<file path="config.mk">
export PLATFORM = sky130hd
export DESIGN_NAME = tug_press_gen
export DESIGN_NICKNAME = d
export VERILOG_FILES = /design/src/rtl/tug_press_gen.sv
export SDC_FILE = /design/constraint.sdc
export NUM_CORES = 1
export LEC_CHECK = 0
export ABC_AREA = 0
export BUFFER_PORTS_ARGS = -buffer_cell sky130_fd_sc_hd__buf_4
export CORE_AREA = 4 4 53 91
export CTS_BUF_LIST = sky130_fd_sc_hd__clkbuf_2 sky130_fd_sc_hd__clkbuf_4 sky130_fd_sc_hd__clkbuf_8
export DETAILED_ROUTE_END_ITERATION = 7
export DIE_AREA = 0 0 57 95
export PLACE_DENSITY = 0.69
export SLEW_MARGIN = 10
export SYNTH_ARGS = -nofsm -noshare
export SYNTH_HDL_FRONTEND = slang
export SYNTH_SLANG_ARGS = --single-unit
</file>
<file path="constraint.sdc">
create_clock -name clk -period 2 [get_ports clk]
set_input_delay 0 -clock clk [delete_from_list [all_inputs] [get_ports clk]]
set_output_delay 0 -clock clk [all_outputs]
set_load 0.05 [all_outputs]
</file>
<file path="src/rtl/tug_press_gen.sv">
// Two-player tug-of-war press generator: per-key synchronizer + debounce FSM, one-cycle L/R pulses.
// Optional computer player on R is compiled in with `define CPU_PLAYER_EN.

module tug_key_deb #(
  parameter int unsigned DEBOUNCE_CYCLES = 4
) (
  input  logic clk,
  input  logic rst,
  input  logic key_raw,
  output logic press
);
  typedef enum logic [1:0] {IDLE, CONFIRM, HELD} state_t;

  state_t      state_q, state_d;
  logic [15:0] cnt_q, cnt_d;
  logic        sync1_q, sync1_d;
  logic        sync2_q, sync2_d;
  logic        key_s;

  assign key_s = sync2_q;

  always_ff @(posedge clk) begin
    if (rst) begin
      state_q <= IDLE;
      cnt_q   <= '0;
      sync1_q <= 1'b0;
      sync2_q <= 1'b0;
    end else begin
      state_q <= state_d;
      cnt_q   <= cnt_d;
      sync1_q <= sync1_d;
      sync2_q <= sync2_d;
    end
  end

  always_comb begin
    sync1_d = key_raw;
    sync2_d = sync1_q;
    state_d = state_q;
    cnt_d   = cnt_q;
    press   = 1'b0;
    case (state_q)
      IDLE: begin
        if (key_s) begin
          state_d = CONFIRM;
          cnt_d   = 16'd1;
        end
      end
      CONFIRM: begin
        if (!key_s) begin
          state_d = IDLE;
          cnt_d   = '0;
        end else if (cnt_q == 16'(DEBOUNCE_CYCLES)) begin
          // press is accepted on the (DEBOUNCE_CYCLES+1)th consecutive high cycle
          state_d = HELD;
          cnt_d   = '0;
          press   = 1'b1;
        end else begin
          cnt_d = cnt_q + 16'd1;
        end
      end
      HELD: begin
        if (!key_s) state_d = IDLE;
      end
      default: begin
        state_d = IDLE;
        cnt_d   = '0;
      end
    endcase
  end
endmodule

module tug_press_gen #(
  parameter int unsigned DEBOUNCE_CYCLES = 4
`ifdef CPU_PLAYER_EN
  , parameter int unsigned CPU_TICK_CYCLES = 8
`endif
) (
  input  logic       clk,
  input  logic       rst,
  input  logic       key_l_raw,
  input  logic       key_r_raw,
`ifdef CPU_PLAYER_EN
  input  logic [8:0] cpu_level,
`endif
  output logic       L,
  output logic       R
);
  logic l_press, r_press, cpu_fire;
  logic l_q, l_d, r_q, r_d;

  tug_key_deb #(.DEBOUNCE_CYCLES(DEBOUNCE_CYCLES)) u_deb_l (
    .clk(clk), .rst(rst), .key_raw(key_l_raw), .press(l_press)
  );

  tug_key_deb #(.DEBOUNCE_CYCLES(DEBOUNCE_CYCLES)) u_deb_r (
    .clk(clk), .rst(rst), .key_raw(key_r_raw), .press(r_press)
  );

`ifdef CPU_PLAYER_EN
  logic [9:0]  lfsr_q, lfsr_d;
  logic [15:0] tick_q, tick_d;
  logic        tick_wrap;

  always_ff @(posedge clk) begin
    if (rst) begin
      lfsr_q <= 10'h001;
      tick_q <= '0;
    end else begin
      lfsr_q <= lfsr_d;
      tick_q <= tick_d;
    end
  end

  // x^10 + x^7 + 1 Fibonacci form; a nonzero seed never reaches zero
  always_comb begin
    lfsr_d    = {lfsr_q[8:0], lfsr_q[9] ^ lfsr_q[6]};
    tick_wrap = (tick_q == 16'(CPU_TICK_CYCLES - 1));
    tick_d    = tick_wrap ? '0 : tick_q + 16'd1;
    cpu_fire  = tick_wrap && (lfsr_q[8:0] < cpu_level);
  end
`else
  assign cpu_fire = 1'b0;
`endif

  always_comb begin
    l_d = l_press;
    r_d = r_press | cpu_fire;
  end

  always_ff @(posedge clk) begin
    if (rst) begin
      l_q <= 1'b0;
      r_q <= 1'b0;
    end else begin
      l_q <= l_d;
      r_q <= r_d;
    end
  end

  assign L = l_q;
  assign R = r_q;
endmodule

</file>
# ---- Yosys cells after proc, flatten, opt, wreduce, memory -nomap -nowiden
# Cells that the tools add are included.
# W data, S select, Z words.
dict set report op_classes {
  n_addsub 2
  n_eq_ne 12
  muxes 20
  bitwise_logic 6
  n_reduce_logical 8
}
# operator count
set ops {}
lappend ops {{$mux W16} 6}
lappend ops {{$pmux W16 S3} 2}
lappend ops {{$add A16 B1 Y16 const B} 2}
lappend ops {{$eq A16 B3 Y1 const B} 2}
lappend ops {{$mux W2} 8}
lappend ops {{$pmux W2 S3} 2}
lappend ops {{$ne A3 B3 Y1 const B} 2}
lappend ops {{$not A1 Y1} 6}
lappend ops {{$reduce_and A3 Y1} 2}
lappend ops {{$reduce_or A3 Y1} 2}
lappend ops {{$eq A2 B1 Y1 const B} 2}
lappend ops {{$eq A2 B2 Y1 const B} 2}
lappend ops {{$logic_not A2 Y1} 2}
lappend ops {{$ne A2 B1 Y1 const B} 2}
lappend ops {{$ne A2 B2 Y1 const B} 2}
lappend ops {{$reduce_and A2 Y1} 2}
lappend ops {{$mux W1} 2}
dict set report word_totals {
  regBits 42
  inputBits 4
  out_inout_bits 2
  wordCells 58
}

# ---- Depth between registers and ports, before layout
# Gate-level depths: netlist of run 1.
dict set report depth {
  word_depth 4
  depth_mapped 7
  ltp_nobuf 6
}

# ---- Modules after synthesis
# From an unflattened synthesis of run 1, not the netlist that was laid out.
dict set report unflattened {
  cells_unflattened 236
  hier_area_um2 2139.6
}
# module instances cells_per_inst area_each_um2 seq_area_each_um2
set modules_own_cells {}
lappend modules_own_cells {tug_key_deb 2 116 1043.5 400.4}
lappend modules_own_cells {tug_press_gen 1 4 52.6 40.0}

# ---- Worst setup path after synthesis of run 1
# OpenSTA, ideal clock, no wires.
dict set report synth_path {
  path_kind {register to register}
  start {reg u_deb_r.cnt_q[1]}
  end {reg u_deb_r.cnt_q[12]}
  setup_time_ns 0.117
  t_arrival_ns 1.653
  required_time_ns 1.883
  slack_ns 0.230
  path_stages_with_launch 6
  path_buffers 0
  synth_period_minus_slack_ns 1.770
  path_cell_list {dfxtp_1 ha_1 nand3_4 or4_4 a31o_1 a22o_1}
}
dict set report synth_between {
  elab_chain_len 4
  elab_cells_between_ends 5
  classes_between {add/sub (1); eq/ne (1); mux (3)}
}
# item line
set synth_lines {}
lappend synth_lines {{start: declaration} 15} ;# logic [15:0] cnt_q, cnt_d;
lappend synth_lines {{start signal: assignment} 30} ;# cnt_q <= cnt_d;
lappend synth_lines {{$add A16 B1 Y16 or $eq A16 B3 Y1 (tied branches)} {59, 53}}
lappend synth_lines {{$mux W16 (*)} 53} ;# end else if (cnt_q == 16'(DEBOUNCE_CYCLES)) begin
lappend synth_lines {{$mux W16 (*)} 50} ;# if (!key_s) begin
lappend synth_lines {{$pmux W16 S3 (*)} 42} ;# case (state_q)
# Every way passes the cells marked *; elsewhere a longest branch is shown, timed or not.
# A chain may end at the register's enable or synchronous reset.

# ---- Worst setup path after layout of run 1
dict set report layout_path {
  start {reg u_deb_r.cnt_q[0]}
  end {reg u_deb_r.cnt_q[12]}
}
# Same word-level chain as after synthesis.

==> impl_metrics.tcl, run 1 <==
set metrics [dict create \
    p_leak_uw 0.000857 \
    internal-power_uw 1370 \
    worst_slack_ns 0.118 \
    post-synth-top-count-cell "dfxtp_1" \
    tightest_slew_ns 0.451 \
    crit_family "simple AND/OR/NAND/NOR gates" \
    row_count 31 \
    slew-limit-headroom 0.695 \
    skew_ns 0.00815 \
    syn_nets 256 \
    switchingPower_uw 358 \
    synth_mux_area_frac 0.00461 \
    synth_seq_cells 42 \
    yosys.area_share.adder 0.0230 \
    min_period_over_period 0.941 \
    p_per_area_mw_per_mm2 693 \
    combinationalPowerShare 0.041 \
    synth_xor_area_frac 0.0363 \
    dp_cells 305 \
    clockRootBuffer "clkbuf_8" \
    grt_first_pass_wirelength_mm 8.96 \
    p_sw_frac 0.207 \
    clk_latency_ns 0.30 \
    slowest_stage "or4_4" \
    outcome "finished clean" \
    async_flop_share 0 \
    crit_path_start "u_deb_r.cnt_q[0]" \
    max_freq_mhz 531 \
    n_antenna_cell 0 \
    r2r-end "u_deb_r.cnt_q[12]" \
    yosysWarnings 0 \
    synth_compound_area_frac 0.197 \
    netlist_instances 248 \
    min-delay-start "u_deb_r.sync1_q" \
    instances_no_fill 316 \
    die_h_um 95 \
    cp_slowest_stage_delay_ns 0.55 \
    fin_crit_ns 1.88 \
    vias 2012 \
    whs_path_depth 1 \
    layout.nets 274 \
    chipWidth_um 57 \
    rsz0062_at_grt "false" \
    wl_mm 5.16 \
    synth_area_leaders "dfxtp_1, a31oi_1, nand2_1" \
    numCtsBuffers 5 \
    setup_viol 0 \
    grt_overflow_total 0 \
    cts_tree "yes" \
    numPortBuffers 5 \
    maxSlewViolCount 0 \
    ctsHtreeMaxLevel 2 \
    hold_viol_final 0 \
    regToRegSetupSlack_ns 0.12 \
    criticalPathCategory "flip-flop to flip-flop" \
    drtIter0Drc 65 \
    r2r_start "u_deb_r.cnt_q[0]" \
    dp_slack_ns 0.117 \
    first_pass_iters 4 \
    cp-start-kind "flip-flop" \
    drc 0 \
    tns_ns 0 \
    synth_edf_count 0 \
    seqPwrFrac 0.490 \
    seq_area_frac_synth 0.387 \
    yosysTopAreaCell "dfxtp_1" \
    syn_avg_cell_area_um2 8.76 \
    via_per_inst 6.37 \
    min_path_type "flip-flop to flip-flop" \
    worstPathMaxFanout 6 \
    yosysTopAreaCellShare 0.387 \
    postRouteAntennaNets 0 \
    path_cells "ha_2 -> nand3_4 -> or4_4 -> a31o_1 -> a22o_1" \
    gp_congestion 0.844 \
    drv_cap 0 \
    synth_common_cells "dfxtp_1, a31oi_1, nand2_1" \
    antenna_found_initial 0 \
    power_frac_clock 0.469 \
    hold_ws_ns 0.451 \
    min_to "u_deb_r.key_s" \
    drive_above_1_share 0.146 \
    wl_per_cell_um 16.3 \
    reg2reg_depth 5 \
    cp.arrival_ns 2.08 \
    path_buf_inv 0 \
    ys_types 54 \
    dp_hpwl_mm 3.85 \
    critPathCaptureType "flip-flop" \
    cp.required_ns 2.19 \
    peakVddDrop_uv 599 \
    synth_flop_cell "dfxtp_1" \
    start_util 0.528 \
    die_area_mm2 0.00542 \
    clk_pin_slew_ns 0.09 \
    core_area_mm2 0.00411 \
    clockBufferDepth 2 \
    synth_top_family_by_area "simple AND/OR/NAND/NOR gates" \
    synthSimpleGateAreaFrac 0.316 \
    synth_area_mm2 0.00217 \
    area_growth_pct 15.0 \
    grt_pass1_vias 1999 \
    ios 6 \
    grt_max_degree 23 \
    grt_use_total 0.211 \
    cts.sinks 42 \
]
## cell usage in the layout, fill, tap and decap left out, types with 3 or more instances in the layout
master,count
nor3_1,8
nor2b_1,7
a21oi_1,12
o21ai_0,5
and2_1,3
nand3_1,8
ha_1,3
o211a_1,3
or3_1,4
o21ai_1,3
nand4_1,10
a31oi_1,18
buf_4,18
nor3b_1,3
or4_1,8
clkbuf_8,5
o211ai_1,6
dfxtp_1,42
xor2_1,7
dlygate4sd3_1,3
nor4_1,4
inv_1,7
o31ai_1,3
o2111ai_1,4
nand2_1,17
and4_1,4
nor2_1,14
## flip-flops by register name, summed over array words and instances (netlist names)
| signal | flops |
|---|---|
| u_deb_r.sync1_q | 1 |
| L | 1 |
| u_deb_l.key_s | 1 |
| u_deb_l.state_q | 2 |
| u_deb_r.key_s | 1 |
| u_deb_l.cnt_q | 16 |
| R | 1 |
| u_deb_r.state_q | 2 |
| u_deb_l.sync1_q | 1 |
| u_deb_r.cnt_q | 16 |
## through the flow
| stage | utilization | instance area [µm²] | total power (µW) |
|---|---|---|---|
| 4_1_cts | 0.605 | 2490 | 1750 |
| 3_5_place_dp | 0.565 | 2320 | 934 |
| 5_1_grt | 0.607 | 2500 | 1790 |
| 3_3_place_gp | 0.565 | 2320 | 934 |
| 2_1_floorplan | - | 2170 | 909 |
| 6_report | 0.607 | 2500 | 1730 |
## how the worst max path moves through the flow
| stage | cells past startpoint | slack, ns | to |
|---|---|---|---|
| 2_1_floorplan | 5 | 0.23 | u_deb_r.cnt_q[12] |
| 3_3_place_gp | 5 | 0.18 | u_deb_r.cnt_q[12] |
| 3_5_place_dp | 5 | 0.12 | u_deb_r.cnt_q[12] |
| 4_1_cts | 5 | 0.10 | u_deb_r.cnt_q[12] |
| 5_1_grt | 5 | 0.02 | u_deb_r.cnt_q[12] |
| 6_report | 5 | 0.12 | u_deb_r.cnt_q[12] |
## power groups by stage
stage	sequential, µW	clock (µW)	combinational, µW
floorplan	867	0	42.2
global placement	868	0	66.1
detailed placement	868	0	66.4
CTS	848	828	71.3
global route	850	859	79.1
finish	848	812	70.4
## per-layer routing
| layer | wire length (µm) | share of wire | GRT usage | vias to the layer above |
|---|---|---|---|---|
| met5 | 0 | 0 | 0 | - |
| met1 | 1960 | 0.38 | 0.210 | 971 |
| met4 | 172 | 0.033 | 0.120 | 0 |
| met2 | 2930 | 0.57 | 0.405 | 35 |
| li1 | - | - | - | 991 |
| met3 | 102 | 0.020 | 0.0301 | 15 |
## repair_timing
item	4_1_cts	5_1_grt
setup endpoints to repair	0	3
hold endpoints to repair	3	0
hold buffers	3	0
resized for setup	0	2
setup buffers	0	0
## kinds of logic after synthesis
group,Yosys count
AOI/OAI and AO/OA,63
xor gates and xnor gates,9
adders and majority gates,4
buffers and inverters,18
DFF,42
muxes,1
and+or+nand+nor,111
## final cells by class
cell class / instances / area (µm²)
Clock inverter: 3 / 68.8
Multi-Input combinational cell: 188 / 1260
Tap cell: 49 / 61.3
Clock buffer: 5 / 68.8
Sequential cell: 42 / 841
Timing Repair Buffer: 21 / 165
Fill cell: 400 / 1610
Inverter: 8 / 30.0
Note: power is estimated with default switching activity, not from simulation.
==> run 2, diff against run 1 <==
CORE_AREA = 4 4 53 90   (was 4 4 53 91)
DIE_AREA = 0 0 57 94   (was 0 0 57 95)
PLACE_DENSITY = 0.72   (was 0.69)
SYNTH_HIERARCHICAL = 1   (was unset)
clock period = 1.65 ns   (was 2 ns; I/O delays follow)
==> impl_metrics.tcl, run 2 <==
set metrics [dict create \
    setup_viol 0 \
    tightest_slew_ns 0.375 \
    ios 6 \
    drive_above_1_share 0.371 \
    clockBufferDepth 2 \
    synth_seq_cells 42 \
    clk_latency_ns 0.29 \
    peakVddDrop_uv 774 \
    hold_ws_ns 0.122 \
    yosysWarnings 6 \
    grt_first_pass_wirelength_mm 9.03 \
    cp.required_ns 1.86 \
    first_pass_iters 4 \
    worstPathMaxFanout 5 \
    drc 0 \
    ctsHtreeMaxLevel 2 \
    drv_cap 0 \
    syn_avg_cell_area_um2 9.07 \
    wl_per_cell_um 17.0 \
    yosysTopAreaCellShare 0.393 \
    hold_viol_final 0 \
    fin_crit_ns 1.62 \
    cts_tree "yes" \
    p_leak_uw 0.00102 \
    seq_area_frac_synth 0.393 \
    yosysTopAreaCell "dfxtp_1" \
    min_period_over_period 0.980 \
    final_common_cell "buf_4" \
    grt_use_total 0.212 \
    critPathCaptureType "flip-flop" \
    synth_edf_count 0 \
    gp_congestion 0.853 \
    layout.nets 282 \
    syn_nets 244 \
    via_per_inst 6.19 \
    criticalPathCategory "flip-flop to flip-flop" \
    numPortBuffers 5 \
    synth_common_cells "dfxtp_1, a211oi_1, o21ai_0" \
    chipWidth_um 57 \
    postPlaceCellArea_mm2 0.00244 \
    cp-start-kind "flip-flop" \
    fillers 350 \
    netlist_instances 236 \
    clockRootBuffer "clkbuf_8" \
    reg_top3 "u_deb_l/cnt_q (16), u_deb_r/cnt_q (16)" \
    ys_types 37 \
    cp_slowest_stage_delay_ns 0.50 \
    antenna_found_initial 0 \
    fin_area_mm2 0.00278 \
    instances_no_fill 324 \
    async_flop_share 0 \
    skew_ns 0.00886 \
    cp.arrival_ns 1.83 \
    area_growth_pct 29.9 \
    postRouteAntennaNets 0 \
    outcome "finished clean" \
    min_path_type "input pin to flip-flop" \
    numCtsBuffers 5 \
    clk_pin_slew_ns 0.08 \
    grt_pass1_vias 2092 \
    drtIter0Drc 67 \
    core_area_mm2 0.00411 \
    total_power_uw 2140 \
    dp_hpwl_mm 3.79 \
    synth_area_mm2 0.00214 \
    synth_area_leaders "dfxtp_1, a211oi_1, nor2b_1" \
    grt_overflow_total 0 \
    post-synth-top-count-cell "dfxtp_1" \
    cts.sinks 42 \
    tns_ns 0 \
    grt_max_degree 37 \
    slew-limit-headroom 0.748 \
    die_area_mm2 0.00536 \
    most-common-layout-cells "buf_4, dfxtp_1, o21ai_0" \
    max_freq_mhz 618 \
    synth_flop_cell "dfxtp_1" \
    maxSlewViolCount 0 \
    regToRegSetupSlack_ns 0.03 \
    vias 2004 \
    dp_cells 312 \
    p_per_area_mw_per_mm2 769 \
    rsz0062_at_grt "true" \
    n_antenna_cell 0 \
    start_util 0.520 \
    slowest_stage "or4_4" \
    path_cells "and3_1 -> nand2_1 -> or4_4 -> a211oi_2" \
    wl_mm 5.51 \
    row_count 31 \
    die_h_um 94 \
]
## run 2: cell types whose count changed in the layout (fill, tap and decap cells not counted), sizes merged, moves of 6 or more
cell,change
nor2,-12
a31oi,-18
a211oi,+17
or4,-7
buf,+25
nand4,-9
o21ai,+6
or3,+10
and3,+9
## run 2: final timing paths
| kind | start | endpoint | cells after the start |
|---|---|---|---|
| worst max-delay path | u_deb_l/cnt_q[9] | u_deb_l/cnt_q[15] | 4 |
| worst min-delay path | rst | u_deb_l/key_s | 2 |
| worst max register to register | u_deb_l/cnt_q[9] | u_deb_l/cnt_q[15] | 4 |
| worst min register to register | u_deb_l/sync1_q | u_deb_l/key_s | 1 |
## run 2: critical path: cells and delay by family, from the launching register on
kind	cells	cell delay (ns)
simple gates	3	0.91
compound gates	1	0.21
flops	1	0.44
## run 2: cells by family (layout without fill, tap and decap cells)
group                    Yosys count  after routing  synth area share
AO/OA/AOI/OAI                     66             66             0.232
XOR/XNOR                           8              8            0.0327
adder cells (fa/ha/maj)            4              4            0.0234
buffers and inverters             22             61            0.0456
flip-flops                        42             42             0.393
AND/OR/NAND/NOR                   94             94             0.274
## run 2: cell type report
class | count | area [µm²] | area share
clock buffer | 6 | 82.6 | 0.0297
clock inverter | 2 | 60.1 | 0.0216
inverter | 8 | 30.0 | 0.0108
multi-input combinational | 172 | 1350 | 0.486
sequential | 42 | 853 | 0.307
tap | 49 | 61.3 | 0.0221
timing repair buffer | 45 | 343 | 0.123
## run 2: per-stage QoR
stage	setup WS, ns	util
global placement	0.0310	0.594
detailed placement	-0.0216	0.594
global route	-0.0688	0.676
finish	0.0324	0.676
CTS	0.0149	0.645
floorplan	0.0982	-
## run 2: where the power goes
part           internal, µW  switching, µW
logic                  47.7           69.1
registers              1020           6.88
clock network           645            349
## run 2: layer usage
metal	up-vias	track usage	part of all wire	wire length, µm
met5	-	0	0	0
met4	0	0.143	0.053	293
met3	26	0.0344	0.019	102
met2	46	0.406	0.58	3210
met1	962	0.196	0.35	1900
li1	970	-	-	-
## run 2: repair_timing
item | 4_1_cts | 5_1_grt
cloned | 0 | 1
hold buffers | 2 | 0
gates resized for setup | 9 | 33
endpoints found under the hold margin | 2 | 0
endpoints found under the setup margin | 14 | 25
buffers inserted | 0 | 1
pin swaps | 1 | 1
==> run 3, diff against run 2 <==
CORE_AREA = 4 4 65 73   (was 4 4 53 90)
DIE_AREA = 0 0 69 77   (was 0 0 57 94)
==> impl_metrics.tcl, run 3 (synthesis gave the netlist of run 2 again) <==
set metrics [dict create \
    grt_max_degree 47 \
    first_pass_iters 6 \
    skew_ns 0.00922 \
    worstPathMaxFanout 5 \
    max_freq_mhz 627 \
    grt_use_total 0.187 \
    gp_congestion 0.841 \
    postRouteAntennaNets 0 \
    die_area_mm2 0.00531 \
    wl_per_cell_um 15.5 \
    row_count 24 \
    p_leak_uw 0.000983 \
    rsz0062_at_grt "true" \
    antenna_found_initial 0 \
    hold_ws_ns 0.161 \
    grt_pass1_vias 1780 \
    clockBufferDepth 2 \
    fillers 326 \
    criticalPathCategory "flip-flop to flip-flop" \
    cp-start-kind "flip-flop" \
    cts_tree "yes" \
    critPathCaptureType "flip-flop" \
    clk_pin_slew_ns 0.08 \
    reg_top3 "u_deb_l/cnt_q (16), u_deb_r/cnt_q (16)" \
    vias 1920 \
    slew-limit-headroom 0.662 \
    ctsHtreeMaxLevel 2 \
    fin_crit_ns 1.60 \
    drive_above_1_share 0.351 \
    numCtsBuffers 5 \
    most-common-layout-cells "buf_4, dfxtp_1, o21ai_0" \
    start_util 0.540 \
    wl_mm 4.96 \
    crit_path_start "u_deb_r/key_s" \
    outcome "finished clean" \
    hold_viol_final 0 \
    r2r_start "u_deb_r/key_s" \
    peakVddDrop_uv 424 \
    grt_first_pass_wirelength_mm 8.23 \
    grt_overflow_total 0 \
    numPortBuffers 5 \
    via_per_inst 6.00 \
    seq_area_um2 867 \
    drtIter0Drc 166 \
    tightest_slew_ns 0.506 \
    setup_viol 0 \
    dp_hpwl_mm 3.20 \
    ios 6 \
    min_period_over_period 0.967 \
    min_path_type "input pin to flip-flop" \
    drc 0 \
    final_common_cell "buf_4" \
    core_area_mm2 0.00396 \
    area_growth_pct 27.6 \
    maxSlewViolCount 0 \
    cp.arrival_ns 1.81 \
    cts.sinks 42 \
    drv_cap 0 \
    regToRegSetupSlack_ns 0.05 \
    reg2reg_depth 5 \
    r2r-end "u_deb_r/cnt_q[15]" \
    timing.critical_path.to "u_deb_r/cnt_q[15]" \
    die_h_um 77 \
    p_per_area_mw_per_mm2 782 \
    chipWidth_um 69 \
    clk_latency_ns 0.29 \
    clockRootBuffer "clkbuf_8" \
    cp.required_ns 1.86 \
    total_power_uw 2130 \
    multi_input_area_mm2 0.00134 \
    layout.nets 275 \
    n_antenna_cell 0 \
]
-- run 3: how the worst min path moves through the flow --
stage	start	to	slack, ns	depth (start not counted)
floorplan	rst	L	0.07	1
global placement	key_l_raw	u_deb_l/sync1_q	0.21	2
detailed placement	key_r_raw	u_deb_r/sync1_q	0.22	2
CTS	rst	u_deb_l/key_s	0.13	2
global route	rst	u_deb_l/key_s	0.17	2
finish	rst	u_deb_l/sync1_q	0.16	2
-- run 3: critical path, stage by stage (launching register included) --
cell and delay [ns]:
dfxtp_2 0.35, nor2b_1 0.15, buf_4 0.17, o211ai_4 0.11, or4_4 0.53, a211oi_2 0.20
-- run 3: timing repair --
item                                   CTS  global route
hold buffers                             2             0
cloned                                   0             1
gates resized for setup                 10            31
endpoints found under the hold margin    2             0
setup buffers                            0             2
setup endpoints to repair               23            31
pin swaps                                0             7
-- run 3: stage by stage --
step | instances | TNS, ns | setup slack, ns | area (µm²) | utilization
2_1_floorplan | 236 | 0 | 0.0982 | 2140 | -
3_3_place_gp | 307 | -0.501 | -0.0636 | 2380 | 0.602
3_5_place_dp | 307 | -0.850 | -0.0905 | 2380 | 0.602
4_1_cts | 317 | 0 | 0.0168 | 2580 | 0.652
5_1_grt | 320 | -0.0859 | -0.0236 | 2730 | 0.689
6_report | 320 | 0 | 0.0538 | 2730 | 0.689
-- run 3: per-layer routing --
layer,GRT usage,up-vias,share of wire
met3,0.0444,9,0.033
met2,0.308,36,0.52
met4,0.0801,0,0.013
met1,0.231,916,0.43
li1,-,959,-
met5,0,-,0
-- run 3: area by class of cell --
cell class,count,share of cell area
inverters,8,0.0110
clock inverters,2,0.0220
repair buffers,37,0.106
clock buffers,6,0.0302
well taps,52,0.0238
multi-input cells,173,0.489
flip-flops and latches,42,0.318
-- run 3: where the power goes --
part	switching (µW)	leakage (µW)	internal [µW]
Clock	355	0.0000714	645
Sequential	9.54	0.000348	1020
Combinational	63.4	0.000564	44.3
Total	428	0.000983	1710
